## src/rtl/div_pkg.sv

```systemverilog
// Shared constants and state encoding for the iterative divider.
package div_pkg;
  localparam int DIV_WIDTH   = 32;
  localparam int DIV_LATENCY = 33;

  typedef enum logic [1:0] {
    IDLE = 2'd0,
    RUN  = 2'd1,
    FIX  = 2'd2
  } state_t;
endpackage

```

## src/rtl/div_step.sv

```systemverilog
// One restoring-division step: shift in a dividend bit, trial-subtract.
module div_step
  import div_pkg::*;
(
  input  logic [DIV_WIDTH-1:0] rem,
  input  logic                 msb,
  input  logic [DIV_WIDTH-1:0] dvs,
  output logic [DIV_WIDTH-1:0] rem_next,
  output logic                 qbit
);
  logic [DIV_WIDTH:0] cand;
  logic [DIV_WIDTH:0] diff;

  // cand < 2*dvs, so a non-negative diff always fits in DIV_WIDTH bits
  always_comb begin
    cand     = {rem, msb};
    diff     = cand - {1'b0, dvs};
    qbit     = ~diff[DIV_WIDTH];
    rem_next = qbit ? diff[DIV_WIDTH-1:0] : cand[DIV_WIDTH-1:0];
  end
endmodule

```

## src/rtl/div32_iterative.sv

```systemverilog
// Multi-cycle signed/unsigned divider for DIV/DIVU: LO = Quotient, HI = Remainder.
module div32_iterative
  import div_pkg::*;
#(
  parameter int WIDTH = DIV_WIDTH
)(
  input  logic             Clk,
  input  logic             Reset,
  input  logic             Start,
  input  logic             Signed,
  input  logic [WIDTH-1:0] A,
  input  logic [WIDTH-1:0] B,
  output logic             Busy,
  output logic             Done,
  output logic [WIDTH-1:0] Quotient,
  output logic [WIDTH-1:0] Remainder,
  output logic             DivByZero
);
  localparam int CW = $clog2(WIDTH);

  state_t state;
  state_t state_next;

  logic [WIDTH-1:0] rem;
  logic [WIDTH-1:0] dvd;
  logic [WIDTH-1:0] dvs;
  logic [WIDTH-1:0] a_orig;
  logic [WIDTH-1:0] rem_next;
  logic [CW-1:0]    cnt;
  logic             sgn;
  logic             a_neg;
  logic             b_neg;
  logic             dz;
  logic             qbit;

  always_ff @(posedge Clk or posedge Reset) begin
    if (Reset) state <= IDLE;
    else       state <= state_next;
  end

  always_comb begin
    state_next = state;
    unique case (state)
      IDLE:    if (Start) state_next = RUN;
      RUN:     if (cnt == '0) state_next = FIX;
      FIX:     state_next = IDLE;
      default: state_next = IDLE;
    endcase
  end

  assign Busy = (state != IDLE);

  div_step u_step (
    .rem      (rem),
    .msb      (dvd[WIDTH-1]),
    .dvs      (dvs),
    .rem_next (rem_next),
    .qbit     (qbit)
  );

  always_ff @(posedge Clk or posedge Reset) begin
    if (Reset) begin
      rem       <= '0;
      dvd       <= '0;
      dvs       <= '0;
      a_orig    <= '0;
      cnt       <= '0;
      sgn       <= 1'b0;
      a_neg     <= 1'b0;
      b_neg     <= 1'b0;
      dz        <= 1'b0;
      Done      <= 1'b0;
      Quotient  <= '0;
      Remainder <= '0;
      DivByZero <= 1'b0;
    end else begin
      Done <= 1'b0;
      unique case (state)
        IDLE: begin
          if (Start) begin
            sgn    <= Signed;
            a_neg  <= A[WIDTH-1];
            b_neg  <= B[WIDTH-1];
            dvd    <= (Signed && A[WIDTH-1]) ? -A : A;
            dvs    <= (Signed && B[WIDTH-1]) ? -B : B;
            a_orig <= A;
            dz     <= (B == '0);
            rem    <= '0;
            cnt    <= CW'(WIDTH - 1);
          end
        end
        RUN: begin
          rem <= rem_next;
          dvd <= {dvd[WIDTH-2:0], qbit};
          if (cnt != '0) cnt <= cnt - 1'b1;
        end
        FIX: begin
          Done      <= 1'b1;
          DivByZero <= dz;
          // divide-by-zero skips sign fixup and reports the raw dividend
          if (dz) begin
            Quotient  <= '1;
            Remainder <= a_orig;
          end else begin
            Quotient  <= (sgn && (a_neg ^ b_neg)) ? -dvd : dvd;
            Remainder <= (sgn && a_neg) ? -rem : rem;
          end
        end
        default: ;
      endcase
    end
  end
endmodule

```

## config.mk

```make
export PLATFORM = sky130hd
export DESIGN_NAME = div32_iterative
export DESIGN_NICKNAME = d
export VERILOG_FILES = /design/src/rtl/div_pkg.sv /design/src/rtl/div_step.sv /design/src/rtl/div32_iterative.sv
export SDC_FILE = /design/constraint.sdc
export NUM_CORES = 1
export LEC_CHECK = 0
export CAP_MARGIN = 20
export CORE_ASPECT_RATIO = 0.8
export CORE_MARGIN = 4
export CORE_UTILIZATION = 60
export CTS_CLUSTER_SIZE = 14
export DETAILED_ROUTE_END_ITERATION = 6
export PLACE_DENSITY = 0.88
export SLEW_MARGIN = 20
export SYNTH_ARGS = -nofsm -noshare
export SYNTH_HDL_FRONTEND = slang
export SYNTH_HIERARCHICAL = 1
export SYNTH_SLANG_ARGS = --single-unit
```

## constraint.sdc

```tcl
create_clock -name Clk -period 12.1 [get_ports Clk]
set_input_delay 3.63 -clock Clk [delete_from_list [all_inputs] [get_ports Clk]]
set_output_delay 3.63 -clock Clk [all_outputs]
set_load 0.02 [all_outputs]
```

Yosys cells after proc, flatten, opt, wreduce, memory -nomap -nowiden --
Index checks and enable logic that the tools add are counted.
Storage, ports and cells: memories 0, latch bits 0, RAM bits 0, input port bits 68, memory bits (read-only) 0, output and inout bits 67, flip-flop bits (word level) 205, word-level logic and storage cells 59
Operators by class: bitwise logic cells 2, multiplexer cells 18, divide/modulo/power cells 0, eq/ne operators 5, order comparisons 0, reductions and logical operators 14, multipliers 0, add/subtract/negate cells 6, shift-type cells 0
Operators by type and width (count):
- $mux 32 | 9
- $neg 32->32 | 4
- $pmux 32 s2 | 2
- $sub 33x32->33 | 1
- $logic_not 32->1 | 1
- $mux 5 | 2
- $pmux 5 s2 | 1
- $ne 2x2->1 const B | 3
- $reduce_and 2->1 | 3
- $logic_not 5->1 | 1
- $reduce_bool 5->1 | 1
- $sub 5x1->5 const B | 1
- $logic_and 1x1->1 | 4
- $mux 2 | 2
- $pmux 2 s2 | 1
- $reduce_bool 2->1 | 2
- $reduce_and 3->1 | 1
- $eq 2x1->1 const B | 1
- $eq 2x2->1 const B | 1
- $logic_not 2->1 | 1
- $mux 1 | 1
- $not 1->1 | 1
- $xor 1x1->1 | 1

Depth between registers and ports, before layout --
Gate-level depths: netlist of run 1.
word-level depth 4, gate-level depth with buffers 17, mapped depth without buffers 15

By module --
Netlist of run 1, hierarchy kept.
By module, submodules not included:
- div32_iterative | area an instance 10914.2 sq um, cells an instance 1271, instances 1
- div_step | area an instance 2317.2 sq um, cells an instance 309, instances 1

Worst setup path before layout of run 1 --
OpenSTA, ideal clock, no wires.
kind input port to flip-flop, from in B[6], to reg dvs[27], arrival 5.098 ns, stages 7, library setup time 0.133 ns, path slack 6.869 ns, cells stage by stage nor4_1 and4b_1 clkbuf_1 clkbuf_1 a41oi_1 xnor2_1 o21ai_0
On the way: longest elaborated chain between the ends 2
Ends and longest elaborated chain:
- start, declared | RTL line div32_iterative.sv:12 | input logic [WIDTH-1:0] B,
- $neg 32->32 | RTL line div32_iterative.sv:85 | dvs <= (Signed && B[WIDTH-1]) ? -B : B;
- $mux 32 | RTL line div32_iterative.sv:85
- end signal, assigned | RTL line div32_iterative.sv:85
- end, declared | RTL line div32_iterative.sv:26 | logic [WIDTH-1:0] dvs;
No other way between the ends. A chain may end at the register's enable or synchronous reset.

Worst setup path in the final report of run 1 --
from in Start, to reg dvs[30]
On the way: longest elaborated chain between the ends 1
Ends and longest elaborated chain:
- start, declared | RTL line div32_iterative.sv:9 | input logic Start,
- $reduce_and 2->1 (no line)
No other way between the ends.

==> results of run 1 <==
-- layer usage --
layer	track usage, %	up-vias
li1	-	5740
met5	0	-
met3	5.63	90
met1	43.3	6027
met2	46.4	718
met4	8.41	0
-- final cells by class --
class	instances	area (um^2)	area share, %
multi-input combinational	1223	7530	48.6
sequential	204	5100	32.9
timing repair buffer	148	1460	9.45
clock buffer	32	638	4.12
tap	275	344	2.22
inverter	59	238	1.53
clock inverter	8	179	1.15
-- where the power goes --
group	internal [uW]	leakage, uW	switching (uW)
Sequential	971	0.00256	336
Combinational	1180	0.00387	1400
Clock	474	0.000395	288
Total	2620	0.00682	2020
-- metrics by stage --
stage / hold slack [ns] / setup slack (ns)
after floorplan: 0.431 / 2.90
after global placement: 0.442 / 5.78
after detailed placement: 0.458 / 5.63
after CTS: 0.469 / 6.13
after global routing: 0.498 / 6.13
final: 0.475 / 6.28
-- final timing paths --
| check | from | end | slack [ns] | cells after the start |
|---|---|---|---|---|
| min reg2reg | a_orig[14]$_DFFE_PP0P_ | a_orig[14]$_DFFE_PP0P_ | 0.47 | 2 |
| max in group asynchronous | Reset | dvd[27]$_DFFE_PP0P_ | 7.00 | 4 |
| min | a_orig[14]$_DFFE_PP0P_ | a_orig[14]$_DFFE_PP0P_ | 0.47 | 2 |
| min in group asynchronous | Reset | Quotient[6]$_DFFE_PP0P_ | 3.54 | 2 |
| max | Start | dvs[30]$_DFFE_PP0P_ | 6.28 | 6 |
| max reg2reg | dvd[31]$_DFFE_PP0P_ | rem[27]$_DFFE_PP0P_ | 8.02 | 15 |
-- sequential cells by signal, summed over array words and instances, names as in the netlist --
name       flops
Quotient      32
Remainder     32
a_orig        32
dvd           32
dvs           32
rem           32
cnt            5
state          2
DivByZero      1
Done           1
b_neg          1
dz             1
sgn            1
-- worst reg2reg max path: stages (launching register included) --
cell       delay, ns
dfrtp_1         0.55
inv_1           0.08
ha_1            0.22
fa_1            0.39
and2b_1         0.26
o2111ai_2       0.14
a21oi_2         0.26
o211ai_2        0.17
a211oi_4        0.38
nor2_4          0.10
mux2i_4         0.42
and2_4          0.37
inv_8           0.15
mux2_4          0.34
nand2_1         0.07
nand2_1         0.07
-- synthesized netlist by cell type (31+ instances only) --
cell type,count
nand2_1,271
clkbuf_1,79
mux2i_1,31
inv_1,57
nor2_1,115
nor3_1,37
o21ai_0,112
xor2_1,52
ha_1,37
a21oi_1,104
dfrtp_1,204
nand3_1,68
xnor2_1,63
-- kinds of logic (layout without fill, tap and decap cells) --
family | count (synthesis) | in the layout | synth area share (%)
compound gates | 384 | 384 | 18.2
xor+xnor | 115 | 115 | 7.61
fa+ha+maj | 38 | 38 | 3.65
buf+inv | 153 | 247 | 4.81
flops | 204 | 204 | 38.6
mux | 56 | 56 | 5.10
simple gates | 630 | 630 | 22.0
==> flow_metrics.env, run 1 <==
export IMPL_cellPowerDensity_nw_per_um2=300
export IMPL_synth_edf_count=0
export IMPL_remaining_drc_errors=0
export IMPL_critical_path_top_delay_family="buffers and inverters"
export IMPL_routedWlPerCell_um=19.2
export IMPL_path_buf_inv=2
export IMPL_cts_tree="built"
export IMPL_fmax_mhz=172
export IMPL_post_cts_resized=0
export IMPL_yosys_area_top_type_share_pct=38.6
export IMPL_crit_required_ns=12.49
export IMPL_finalCriticalPeriod_ns=5.82
export IMPL_cts_buffers=22
export IMPL_met3_length_um=3770
export IMPL_wl_met1_um=16000
export IMPL_fill_cells=1639
export IMPL_synth_ff_type="dfrtp_1"
export IMPL_final_cells=1949
export IMPL_die_w_um=174
export IMPL_grt_setup_unrepaired="false"
export IMPL_insertedDiodeCount=0
export IMPL_synth_cells=1580
export IMPL_htreeDepth=1
export IMPL_final_hold_viol_count=0
export IMPL_finalSetupTns_ns=0
export IMPL_vias_per_cell=6.45
export IMPL_crit_path_max_incr_delay_ns=0.80
export IMPL_top_layer="met4"
export IMPL_fin_area_um2=15500
export IMPL_layout_common_cells="nand2_1 (271), dfrtp_1 (204), clkdlybuf4s50_1 (134)"
export IMPL_critPathKind="primary input to register"
export IMPL_synthesis_area_um2=13200
export IMPL_antenna_found_initial=0
export IMPL_yosys_top_cells_area="dfrtp_1 (39%), nand2_1 (7.7%), o21ai_0 (4.2%)"
export IMPL_slowest_stage="buf_4"
export IMPL_clkTransAtPathRegs_ns=0.06
export IMPL_place_area_um2=14600
export IMPL_drt_iter0_markers=1530
export IMPL_cts_sinks=204
export IMPL_tightest_slew_ns=1.01
export IMPL_wirelength_um=37400
export IMPL_total_power_uw=4650
export IMPL_drt_first_pass_iters=6
export IMPL_post_synth_top_area_cell="dfrtp_1"
export IMPL_insertion_delay_ns=0.52
export IMPL_cts_hold_buf=0
export IMPL_leakage_uw=0.00682
export IMPL_syn_area_per_cell_um2=8.37
export IMPL_hp_class="register to register"
export IMPL_grt_overflow_total=0
export IMPL_port_buffers=134
export IMPL_ys_warn_count=6
export IMPL_crit_chain="clkdlybuf4s50_1 -> or3b_4 -> buf_4 -> nor3_1 -> a221oi_1 -> nand2_1"
export IMPL_first_global_vias=12100
export IMPL_cp_start_kind="primary input"
export IMPL_fp_dieArea_um2=24500
export IMPL_postSynth_asyncResetShare_pct=100
export IMPL_layout_commonest_cell="nand2_1"
export IMPL_drv_slew=0
export IMPL_status="completed"
export IMPL_ys_types=80
export IMPL_ys_seq_elements=204
export IMPL_yosysSeqAreaShare_pct=38.6
export IMPL_grt_max_degree=150
export IMPL_min_period_over_period_pct=48.1
export IMPL_worstPathArrival_ns=6.21
export IMPL_ioPinCount=135
export IMPL_irDropWorstVdd_v=0.000230
export IMPL_worstPathMaxFanout=94
export IMPL_cts_buffer_depth=3
export IMPL_start_util_pct=61.2
export IMPL_postCtsSetupBuffers=0
export IMPL_route_vias_total=12600
export IMPL_fin_nets=1764
export IMPL_core_area_um2=21600
export IMPL_areaGrowthSynthToFinish_pct=17.1
export IMPL_end_kind="register"
export IMPL_grt_use_total_pct=29.9
export IMPL_relSlewSlack_pct=32.4
export IMPL_grt_pass1_wl_um=61500
export IMPL_wl_met2_um=16600
export IMPL_finalSetupViolCount=0
export IMPL_gp_congestion=0.914
export IMPL_rows=48
export IMPL_fin_util_pct=71.7
export IMPL_dpl_hpwl_um=25900
export IMPL_drive_gt1_share_pct=6.51
export IMPL_place_inst=1908
export IMPL_ant_nets=0
export IMPL_maxCapViolations=0
export IMPL_clockRootBuffer="clkbuf_16"
export IMPL_fin_worst_skew_ns=0.0178
export IMPL_die_h_um=141
export IMPL_synth_nets=1686
(Power assumes the default switching activity.)
==> run 2: changes to the inputs <==
--- a/config.mk
+++ b/config.mk
@@ -8,10 +8,10 @@
 export CAP_MARGIN = 20
 export CORE_ASPECT_RATIO = 0.8
 export CORE_MARGIN = 4
-export CORE_UTILIZATION = 60
+export CORE_UTILIZATION = 53
 export CTS_CLUSTER_SIZE = 14
 export DETAILED_ROUTE_END_ITERATION = 6
-export PLACE_DENSITY = 0.88
+export PLACE_DENSITY = 0.82
 export SLEW_MARGIN = 20
 export SYNTH_ARGS = -nofsm -noshare
 export SYNTH_HDL_FRONTEND = slang
==> constraint.sdc (replaced) <==
create_clock -name Clk -period 4.7 [get_ports Clk]
set_input_delay 1.41 -clock Clk [delete_from_list [all_inputs] [get_ports Clk]]
set_output_delay 1.41 -clock Clk [all_outputs]
set_load 0.02 [all_outputs]
==> run 2 against run 1 <==
  * Clock skew fell by 0.0085 ns
  * Combinational power rose to 2.6 times the previous value
  * Routed wire length rose by 1.6%
  * Via count fell by 1.3%
  * Design area rose by 0.65%
  * Final cell count rose by 2.7%
  * Sequential share of layout area fell by 0.21 points
  * Sequential power rose to 2.6 times the previous value
  * Critical path depth rose by 5
  * Non-clock buffer count rose by 9
  * Critical endpoint is now rem[20]$_DFFE_PP0P_
==> flow_metrics.env, run 2 (synthesized netlist as in run 1, its figures left out) <==
export IMPL_status="completed"
export IMPL_vias_per_cell=6.20
export IMPL_relSlewSlack_pct=25.6
export IMPL_rows=51
export IMPL_finalSetupViolCount=0
export IMPL_fin_nets=1773
export IMPL_gp_congestion=0.928
export IMPL_hold_start="cnt[4]$_DFFE_PP0P_"
export IMPL_reg2reg_depth=11
export IMPL_hp_class="register to register"
export IMPL_core_area_um2=24400
export IMPL_leakage_uw=0.00687
export IMPL_insertedDiodeCount=0
export IMPL_ioPinCount=135
export IMPL_r2r_slack_ns=0.99
export IMPL_drt_first_pass_iters=5
export IMPL_min_period_over_period_pct=78.9
export IMPL_critPathKind="register to register"
export IMPL_port_buffers=134
export IMPL_cts_buffer_depth=3
export IMPL_cts_sinks=204
export IMPL_start_util_pct=54.1
export IMPL_finalSetupTns_ns=0
export IMPL_fp_dieArea_um2=27600
export IMPL_die_h_um=149
export IMPL_tightest_slew_ns=1.11
export IMPL_final_cells=2001
export IMPL_insertion_delay_ns=0.51
export IMPL_route_vias_total=12400
export IMPL_dpl_hpwl_um=27200
export IMPL_grt_pass1_wl_um=62000
export IMPL_holdWs_ns=0.457
export IMPL_antenna_found_initial=1
export IMPL_fin_util_pct=63.8
export IMPL_htreeDepth=1
export IMPL_areaGrowthSynthToFinish_pct=17.9
export IMPL_ant_nets=0
export IMPL_drt_iter0_markers=1283
export IMPL_cts_tree="built"
export IMPL_remaining_drc_errors=0
export IMPL_cp_start_kind="register"
export IMPL_fin_worst_skew_ns=0.00936
export IMPL_grt_max_degree=79
export IMPL_worstPathArrival_ns=4.11
export IMPL_grt_use_total_pct=27.3
export IMPL_layout_common_cells="nand2_1 (271), dfrtp_1 (204), clkdlybuf4s50_1 (134)"
export IMPL_clkTransAtPathRegs_ns=0.07
export IMPL_fill_cells=2028
export IMPL_layout_commonest_cell="nand2_1"
export IMPL_die_w_um=185
export IMPL_min_to="state[1]$_DFFE_PP0P_"
export IMPL_end_kind="register"
export IMPL_routedWlPerCell_um=19.0
export IMPL_clockRootBuffer="clkbuf_16"
export IMPL_grt_setup_unrepaired="false"
export IMPL_final_hold_viol_count=0
export IMPL_post_cts_resized=0
export IMPL_first_global_vias=12200
export IMPL_cellPowerDensity_nw_per_um2=772
export IMPL_wirelength_um=38000
export IMPL_drv_slew=0
export IMPL_fmax_mhz=270
export IMPL_crit_required_ns=5.10
export IMPL_worstPathMaxFanout=24
export IMPL_total_power_uw=12000
export IMPL_cts_hold_buf=0
export IMPL_hold_depth=1
export IMPL_grt_overflow_total=0
export IMPL_irDropWorstVdd_v=0.000590
export IMPL_finalCriticalPeriod_ns=3.71
export IMPL_r2r_start="rem[22]$_DFFE_PP0P_"
export IMPL_cts_buffers=22
export IMPL_maxCapViolations=0
export IMPL_postCtsSetupBuffers=0
export IMPL_place_inst=1961
export IMPL_drive_gt1_share_pct=7.01
export IMPL_r2r_end="rem[20]$_DFFE_PP0P_"
## run 2: changes by cell type in the layout (fill, tap and decap cells not counted), moves of 2 or more
cell | before | now
clkbuf_1 | 5 | 2
nor4_2 | 2 | 0
clkinv_2 | 2 | 4
buf_4 | 12 | 21
buf_12 | 0 | 2
nor4_1 | 27 | 29
## run 2: routing by layer
layer  part of all wire (%)  track usage [%]  vias to the layer above
met3                    8.5             4.68                       86
met4                    2.6             8.47                        2
met5                  0.034                0                        -
li1                       -                -                     5771
met2                     45             42.8                      559
met1                     44             39.0                     5990
## run 2: worst max-delay path by stage
stage | from | slack (ns) | to | cells after the start
after detailed placement | A[2] | 0.74 | dvd[31]$_DFFE_PP0P_ | 7
after global placement | A[2] | 0.74 | dvd[31]$_DFFE_PP0P_ | 7
final | rem[22]$_DFFE_PP0P_ | 0.99 | rem[20]$_DFFE_PP0P_ | 11
after CTS | rem[22]$_DFFE_PP0P_ | 1.04 | rem[20]$_DFFE_PP0P_ | 11
after floorplan | Reset | 0.65 | DivByZero$_DFFE_PP0P_ | 1
after global routing | rem[22]$_DFFE_PP0P_ | 0.79 | rem[20]$_DFFE_PP0P_ | 11
## run 2: power by group
group / internal (uW) / switching [uW] / leakage, uW
clock: 1190 / 742 / 0.000399
sequential: 2500 / 857 / 0.00256
combinational: 3050 / 3700 / 0.00391
total: 6740 / 5300 / 0.00687
## run 2: area by class of cell
| class | instances | area, um^2 | share of cell area, % |
|---|---|---|---|
| well taps | 318 | 398 | 2.55 |
| flip-flops and latches | 204 | 5100 | 32.7 |
| clock inverters | 10 | 156 | 1.00 |
| multi-input cells | 1223 | 7510 | 48.2 |
| repair buffers | 157 | 1540 | 9.87 |
| clock buffers | 30 | 652 | 4.18 |
| inverters | 59 | 233 | 1.49 |
## run 2: worst max-delay path, cell delays in order, from the launching register on
cell and delay (ns):
dfrtp_1 0.51, ha_1 0.46, a2111oi_1 0.58, o211ai_1 0.20, a41o_1 0.31, nor2_4 0.14
mux2i_4 0.43, and2_4 0.34, inv_8 0.13, mux2_4 0.32, nand2_1 0.08, nand2_1 0.07
## run 2: metrics by stage
step / setup slack [ns] / cell area (um^2)
3_5_place_dp: 0.736 / 14800
2_1_floorplan: 0.646 / 13200
5_1_grt: 0.792 / 15600
3_3_place_gp: 0.735 / 14800
4_1_cts: 1.04 / 15600
6_report: 0.992 / 15600
